==> src/rtl/conv_seq_ctrl.sv <==
// conv_seq_ctrl: sequencer for a bit-serial compute-in-memory convolution.
// Walks every window origin of a square image, and for each window issues
// one CIM pass per activation bit (LSB first), then hands the result to the
// output function unit.
// Optional feature: define CONV_STALL_CNT_EN to enable the o_stall_cycles
// counter; without it o_stall_cycles is tied to zero.
module conv_seq_ctrl #(
  parameter int DATA_SIZE      = 8,
  parameter int IMG_DIM        = 28,
  parameter int KERNEL_DIM     = 3,
  parameter int STRIDE         = 1,
  parameter int INPUT_CHANNELS = 2,
  parameter int XBAR_SIZE      = 128,
  parameter int BUS_WIDTH      = 16,
  localparam int WIN_ELEMS   = INPUT_CHANNELS * KERNEL_DIM * KERNEL_DIM,
  localparam int V_CIM_TILES = (WIN_ELEMS + XBAR_SIZE - 1) / XBAR_SIZE,
  localparam int NUM_ADDR    = (WIN_ELEMS + BUS_WIDTH * V_CIM_TILES - 1) / (BUS_WIDTH * V_CIM_TILES),
  localparam int OUT_DIM     = (IMG_DIM - KERNEL_DIM) / STRIDE + 1,
  localparam int CNT_W       = (DATA_SIZE > 1) ? $clog2(DATA_SIZE) : 1,
  localparam int ADDR_W      = (NUM_ADDR > 1) ? $clog2(NUM_ADDR) : 1,
  localparam int POS_W       = (IMG_DIM > 1) ? $clog2(IMG_DIM) : 1
) (
  input  logic              clk,
  input  logic              rst,
  input  logic              i_start,
  output logic              o_ready,
  output logic              o_done,
  output logic [CNT_W-1:0]  o_count,
  output logic [ADDR_W-1:0] o_addr,
  output logic [POS_W-1:0]  o_row,
  output logic [POS_W-1:0]  o_col,
  output logic              o_cim_we,
  output logic              o_cim_start,
  input  logic              i_cim_ready,
  input  logic              i_func_ready,
  output logic              o_func_start,
  output logic [31:0]       o_stall_cycles
);

  localparam int LAST_POS = (OUT_DIM - 1) * STRIDE;

  typedef enum logic [2:0] {
    IDLE,
    LOAD,
    FIRE,
    WAIT_CIM,
    WAIT_FUNC,
    HANDOFF
  } state_t;

  state_t            state;
  state_t            next_state;
  logic [CNT_W-1:0]  count;
  logic [ADDR_W-1:0] addr;
  logic [POS_W-1:0]  row;
  logic [POS_W-1:0]  col;
  logic              first_wait;
  logic              done;

  logic last_addr;
  logic last_bit;
  logic last_col;
  logic last_win;

  assign last_addr = (addr == ADDR_W'(NUM_ADDR - 1));
  assign last_bit  = (count == CNT_W'(DATA_SIZE - 1));
  assign last_col  = (col == POS_W'(LAST_POS));
  assign last_win  = last_col && (row == POS_W'(LAST_POS));

  assign o_count = count;
  assign o_addr  = addr;
  assign o_row   = row;
  assign o_col   = col;
  assign o_done  = done;

  // State register; reset drops straight back to IDLE even mid-pass.
  always_ff @(posedge clk or negedge rst) begin
    if (!rst) state <= IDLE;
    else      state <= next_state;
  end

  // Next-state decode and the per-state strobes.
  always_comb begin
    next_state   = state;
    o_ready      = 1'b0;
    o_cim_we     = 1'b0;
    o_cim_start  = 1'b0;
    o_func_start = 1'b0;
    case (state)
      IDLE: begin
        o_ready = 1'b1;
        if (i_start) next_state = LOAD;
      end
      LOAD: begin
        o_cim_we = 1'b1;
        if (last_addr) next_state = FIRE;
      end
      FIRE: begin
        o_cim_start = 1'b1;
        next_state  = WAIT_CIM;
      end
      WAIT_CIM: begin
        if (!first_wait && i_cim_ready) next_state = last_bit ? WAIT_FUNC : LOAD;
      end
      WAIT_FUNC: begin
        if (i_func_ready) next_state = HANDOFF;
      end
      HANDOFF: begin
        o_func_start = 1'b1;
        next_state   = last_win ? IDLE : LOAD;
      end
      default: next_state = IDLE;
    endcase
  end

  // Bit-slice, address and window-origin counters plus the done pulse.
  always_ff @(posedge clk or negedge rst) begin
    if (!rst) begin
      count      <= '0;
      addr       <= '0;
      row        <= '0;
      col        <= '0;
      first_wait <= 1'b0;
      done       <= 1'b0;
    end else begin
      done <= (state == HANDOFF) && last_win;
      case (state)
        IDLE: begin
          if (i_start) begin
            count <= '0;
            addr  <= '0;
            row   <= '0;
            col   <= '0;
          end
        end
        LOAD: begin
          addr <= last_addr ? '0 : addr + 1'b1;
        end
        FIRE: begin
          addr       <= '0;
          first_wait <= 1'b1;
        end
        WAIT_CIM: begin
          first_wait <= 1'b0;
          if (!first_wait && i_cim_ready && !last_bit) count <= count + 1'b1;
        end
        HANDOFF: begin
          count <= '0;
          if (last_win) begin
            row <= '0;
            col <= '0;
          end else if (last_col) begin
            col <= '0;
            row <= row + POS_W'(STRIDE);
          end else begin
            col <= col + POS_W'(STRIDE);
          end
        end
        default: ;
      endcase
    end
  end

`ifdef CONV_STALL_CNT_EN
  logic [31:0] stall_cnt;

  // Saturating count of cycles spent waiting on the CIM or function unit.
  always_ff @(posedge clk or negedge rst) begin
    if (!rst) begin
      stall_cnt <= '0;
    end else if (state == IDLE && i_start) begin
      stall_cnt <= '0;
    end else if ((state == WAIT_CIM || state == WAIT_FUNC) && stall_cnt != 32'hFFFF_FFFF) begin
      stall_cnt <= stall_cnt + 32'd1;
    end
  end

  assign o_stall_cycles = stall_cnt;
`else
  assign o_stall_cycles = 32'd0;
`endif

endmodule

==> config.mk <==
export PLATFORM = sky130hd
export DESIGN_NAME = conv_seq_ctrl
export DESIGN_NICKNAME = d
export VERILOG_FILES = /design/src/rtl/conv_seq_ctrl.sv
export SDC_FILE = /design/constraint.sdc
export NUM_CORES = 1
export LEC_CHECK = 0
export CAP_MARGIN = 0
export CORE_UTILIZATION = 40
export DETAILED_ROUTE_END_ITERATION = 10
export PLACE_DENSITY_LB_ADDON = 0.08
export SLEW_MARGIN = 40
export SYNTH_ARGS = -nofsm -noshare
export SYNTH_HDL_FRONTEND = slang
export SYNTH_SLANG_ARGS = --single-unit
==> constraint.sdc <==
create_clock -name clk -period 4.37 [get_ports clk]
set_input_delay 1.0925 -clock clk [delete_from_list [all_inputs] [get_ports clk]]
set_output_delay 1.0925 -clock clk [all_outputs]
set_load 0.05 [all_outputs]
==> results.toml, run 1 <==
[cells_and_area]
fin_area_um2 = 1500
syn2layout_area_growth_pct = 10.3
fillers = 324
drive_above_1_share = 0.0366
layout.cells.non_filler = 208
diodes = 0
final_nets = 176

[critical_path]
worst-path-max-fanout = 18
cp-end-kind = "output pin"
required_ps = 3280
crit_arrival_ps = 2470
path_class = "flip-flop to output pin"
r2r_slack_ps = 2520
cp-start-kind = "flip-flop"

[drt]
routed_wl_um = 2420
ant_nets = 0
drc = 0
vias = 1020
firstDrtPassIters = 4
routedWlPerCell_um = 11.6
vias_per_cell = 4.90
first_iter_violations = 26

[place]
post_dp_cell_area_um2 = 1470
finalWeightedCongestion = 0.785
dp_cells = 204
dp_hpwl_um = 1770
portBuffers = 23

[clock_tree]
clk_pin_slew_ps = 100
cts_resized = 0
cts_tree = "done"
cts_setup_buffers = 0
cts_sinks = 19
cts.path.max_buffers = 2
cts_hold_buf = 0
root_buffer = "clkbuf_4"
cts-htree-levels = 1
numCtsBuffers = 3
clk_latency_ps = 300

[sta]
fin_crit_ps = 3560
tns_ps = 0
slew_headroom = 0.611
final-max-slew-violation-count = 0
skew_ps = 6.67
tightest_slew_ps = 576
hold_viol_final = 0
setup_viol = 0
max_freq_mhz = 281
post-route-period-util = 0.815
rsz0062_at_grt = "no"

[outcome]
status = "complete, no violations"

[synth]
ys_seq_elements = 19
synth_area_leaders = "dfrtp_1, buf_4, ha_1, nand3_1, o2bb2ai_1"
synth.avg_cell_area_um2 = 9.36
yosysTopAreaCellShare = 0.350
synth_fa_ha_area_frac = 0.0553
synth_xor_area_frac = 0
yosys.area.top_type = "dfrtp_1"
ys_seq_area_frac = 0.350
ys.warnings.count = 0
netlist_instances = 145
syn_area_um2 = 1360
synth-edff-count = 0
async_flop_share = 1.00
synth_cell_types = 40
ys.flop_type = "dfrtp_1"
synthMuxAreaShare = 0.0157
synth_compound_area_frac = 0.143
synth_top_family_by_area = "buffers and inverters"
synth_simple_gate_area_frac = 0.214

[power_and_ir_drop]
switchingPower_w = 0.000462
irDropWorstVdd_mv = 0.338
power_density_nw_per_um2 = 591
clock_power_share = 0.102
power_frac_comb = 0.551
swShare = 0.522
p_seq_frac = 0.348
leakage_nw = 0.684
p_int_w = 0.000423
p_total_w = 0.000886

[flow_run]
cap_violations = 0

[floorplanning]
start_util = 0.434
ios = 56
chipHeight_um = 60.3
die-area_um2 = 3630
core_um2 = 3130
die_x_um = 60.3
num_rows = 20

[grt]
grt_use_total = 0.142
grt_pass1_vias = 850
grt_pass1_wl_um = 3780
grt_overflow_total = 0
grt_max_degree = 20
antenna_found_initial = 0

[min_path]
hp-class = "flip-flop to flip-flop"
-- layer usage --
| metal | vias to the layer above | track usage | share of wire |
|---|---|---|---|
| met3 | 2 | 0.0455 | 0.058 |
| met1 | 474 | 0.177 | 0.47 |
| met2 | 38 | 0.237 | 0.47 |
| li1 | 506 | - | - |
| met4 | 0 | 0.0299 | 0.0050 |
| met5 | - | 0 | 0 |
-- flip-flops by register name (all words and copies together), names as in the netlist --
| name | flops |
|---|---|
| o_col | 5 |
| o_count | 3 |
| first_wait | 1 |
| o_row | 5 |
| o_addr | 1 |
| state | 3 |
| o_done | 1 |
-- worst max-delay path: stages (launching register included) --
cell and delay (ps):
dfrtp_1 660, nand3b_2 350, inv_1 300, clkdlybuf4s50_1 850
-- area by class of cell --
class	instances	area, um^2	area share
inverters	4	15.0	0.0100
well taps	44	55.1	0.0368
flip-flops and latches	19	475	0.317
multi-input cells	114	701	0.468
clock buffers	4	26.3	0.0175
repair buffers	23	225	0.150
-- cells in the mapped netlist (3+ instances only) --
master,number
nand2_1,3
nand4b_1,3
a21oi_1,4
inv_1,4
buf_2,4
or4_1,3
nor2b_1,3
dfrtp_1,19
o2bb2ai_1,4
ha_1,6
nor3_1,4
o31ai_1,3
nand3_1,11
buf_4,33
nor2_1,5
-- final timing paths --
path / start / endpoint / cells past startpoint
worst max-delay path: state[2] / o_func_start / 3
worst max register to register: state[2] / o_row[1] / 4
worst min-delay path: first_wait / first_wait / 1
min in group asynchronous: rst / o_col[4] / 1
worst min register to register: first_wait / first_wait / 1
max in group asynchronous: rst / o_addr / 1
-- cell families after synthesis --
family / after synthesis
compound gates: 27
fa+ha+maj: 6
buf+inv: 43
flops: 19
mux: 2
other cells: 1
simple gates: 47
-- power by group through the flow --
stage | clock, W | combinational (W) | sequential, W
2_1_floorplan | 0 | 0.000266 | 0.000420
3_3_place_gp | 0 | 0.000490 | 0.000308
3_5_place_dp | 0 | 0.000492 | 0.000310
4_1_cts | 0.0000977 | 0.000493 | 0.000307
5_1_grt | 0.000104 | 0.000521 | 0.000321
6_report | 0.0000902 | 0.000488 | 0.000308
-- layout by cell type, fill, tap and decap left out, types with 2 or more instances in the layout --
cell / Yosys / routed
and4b_1: 2 / 2
o211ai_1: 2 / 2
clkdlybuf4s50_1: 0 / 22
nand2b_1: 2 / 2
o21ai_1: 2 / 2
dfrtp_1: 19 / 19
ha_1: 6 / 6
nor2_1: 5 / 5
o2bb2ai_1: 4 / 4
nand4b_1: 3 / 3
nand2_1: 3 / 3
conb_1: 1 / 32
nand3_1: 11 / 11
or3_1: 2 / 2
nor3_1: 4 / 4
inv_1: 4 / 4
o22ai_1: 2 / 2
o31ai_1: 3 / 3
o2111ai_1: 2 / 2
nand4_1: 2 / 2
a21o_1: 2 / 2
nor4b_1: 2 / 2
nor3b_1: 2 / 2
clkbuf_4: 0 / 3
nor2b_1: 3 / 3
a21oi_1: 4 / 4
or4_1: 3 / 3
-- metrics by stage --
stage / hold slack [ps] / utilization / setup WS [ps]
global route: 549 / 0.479 / 645
global placement: 491 / 0.472 / 1210
CTS: 518 / 0.479 / 806
floorplan: 456 / - / 1440
finish: 513 / 0.479 / 810
detailed placement: 493 / 0.470 / 1150
(Power assumes the default switching activity.)
==> run 2, diff against run 1 <==
clock period = 3.3 ns   (was 4.37 ns; I/O delays follow)
==> results.toml, run 2 (same netlist as run 1, synthesis figures left out) <==
[cells_and_area]
final_common_cell = "conb_1"
fillers = 323
final_cell_mix = "conb_1, clkdlybuf4s50_1, dfrtp_1, nand3_1, ha_1"
final_nets = 177
drive_above_1_share = 0.0485
diodes = 0
syn2layout_area_growth_pct = 11.2

[clock_tree]
cts_tree = "done"
cts.path.max_buffers = 2
root_buffer = "clkbuf_4"
cts_resized = 0
clk_pin_slew_ps = 130
cts_hold_buf = 0
clk_latency_ps = 310
cts_sinks = 19
numCtsBuffers = 3
cts_setup_buffers = 0
cts-htree-levels = 1

[sta]
fin_crit_ps = 3000
hold_viol_final = 0
tns_ps = 0
post-route-period-util = 0.910
final-max-slew-violation-count = 0
skew_ps = 18.9
setup_viol = 0
tightest_slew_ps = 558
slew_headroom = 0.623
rsz0062_at_grt = "no"
max_freq_mhz = 333

[critical_path]
crit_chain = "nand3b_2 > inv_1 > clkdlybuf4s50_1"
crit_buf_inv = 2
cp-end-kind = "output pin"
path_delay_family = "buffers and inverters"
crit_path_max_incr_delay_ps = 840
required_ps = 2470
path_class = "flip-flop to output pin"
rr_endpoint = "o_row[1]"
cp.depth = 3
slowest_stage = "clkdlybuf4s50_1"
r2r_cells = 5
worst-path-max-fanout = 18
crit_arrival_ps = 2180
r2r_slack_ps = 1470
crit_end = "o_func_start"
cp-start-kind = "flip-flop"
r2r_start = "o_col[1]"
startpoint = "state[2]"

[power_and_ir_drop]
irDropWorstVdd_mv = 0.459
p_total_w = 0.00118
power_density_nw_per_um2 = 783
leakage_nw = 0.688

[grt]
grt_use_total = 0.146
antenna_found_initial = 0
grt_overflow_total = 0
grt_max_degree = 20
grt_pass1_wl_um = 4000
grt_pass1_vias = 874

[place]
finalWeightedCongestion = 0.763
dp_hpwl_um = 1790
portBuffers = 23

[drt]
vias = 1006
drc = 0
ant_nets = 0
first_iter_violations = 39
routed_wl_um = 2430
firstDrtPassIters = 4
routedWlPerCell_um = 11.6
vias_per_cell = 4.81

[floorplanning]
num_rows = 20
die_x_um = 60.3
start_util = 0.434
core_um2 = 3130
chipHeight_um = 60.3
ios = 56
die-area_um2 = 3630

[outcome]
status = "complete, no violations"

[min_path]
hp-class = "input pin to asynchronous set/reset pin"

[flow_run]
cap_violations = 0
[run 2: changes by cell type in the layout (fill, tap and decap cells not counted), sizes merged]
cell / delta
clkinvlp: +1
buf: +1
clkbuf: -1
[run 2: worst min path at each step]
stage               start          to  slack [ps]  cells past startpoint
3_3_place_gp   first_wait  first_wait         500                      1
5_1_grt               rst    o_col[4]         450                      1
3_5_place_dp   first_wait  first_wait         510                      1
4_1_cts               rst    o_col[4]         450                      1
6_report              rst    o_col[4]         430                      1
2_1_floorplan  first_wait  first_wait         460                      1
[run 2: worst reg2reg max path: stages (launching register included)]
cell,delay [ps]
dfrtp_1,430
inv_1,80
ha_1,170
nand4b_1,390
mux2_1,460
a22o_1,180
[run 2: cell type report]
type | count | area (um^2) | area share
Clock buffer | 3 | 22.5 | 0.0149
Clock inverter | 1 | 7.51 | 0.00498
Timing Repair Buffer | 24 | 233 | 0.154
Tap cell | 44 | 55.1 | 0.0365
Inverter | 4 | 15.0 | 0.00995
Sequential cell | 19 | 475 | 0.315
Multi-Input combinational cell | 114 | 701 | 0.464
[run 2: report_power, final]
| group | internal, W | leakage (nW) | switching, W |
|---|---|---|---|
| combinational | 0.000213 | 0.424 | 0.000433 |
| sequential | 0.000301 | 0.250 | 0.000106 |
| clock | 0.0000462 | 0.0139 | 0.0000822 |
[run 2: per-layer routing]
layer,wire length (um),track usage,share of wire
met5,0,0,0
met4,39,0.0631,0.016
met3,99,0.0238,0.041
met2,1100,0.224,0.45
met1,1200,0.201,0.49
[run 2: per-stage QoR]
stage / util / worst slack [ps] / cell area, um^2 / cells / hold slack [ps]
floorplan: - / 639 / 1470 / 176 / 456
global placement: 0.474 / 684 / 1480 / 205 / 500
detailed placement: 0.473 / 656 / 1480 / 205 / 514
CTS: 0.482 / 293 / 1510 / 209 / 446
global route: 0.482 / 194 / 1510 / 209 / 446
finish: 0.482 / 298 / 1510 / 209 / 430
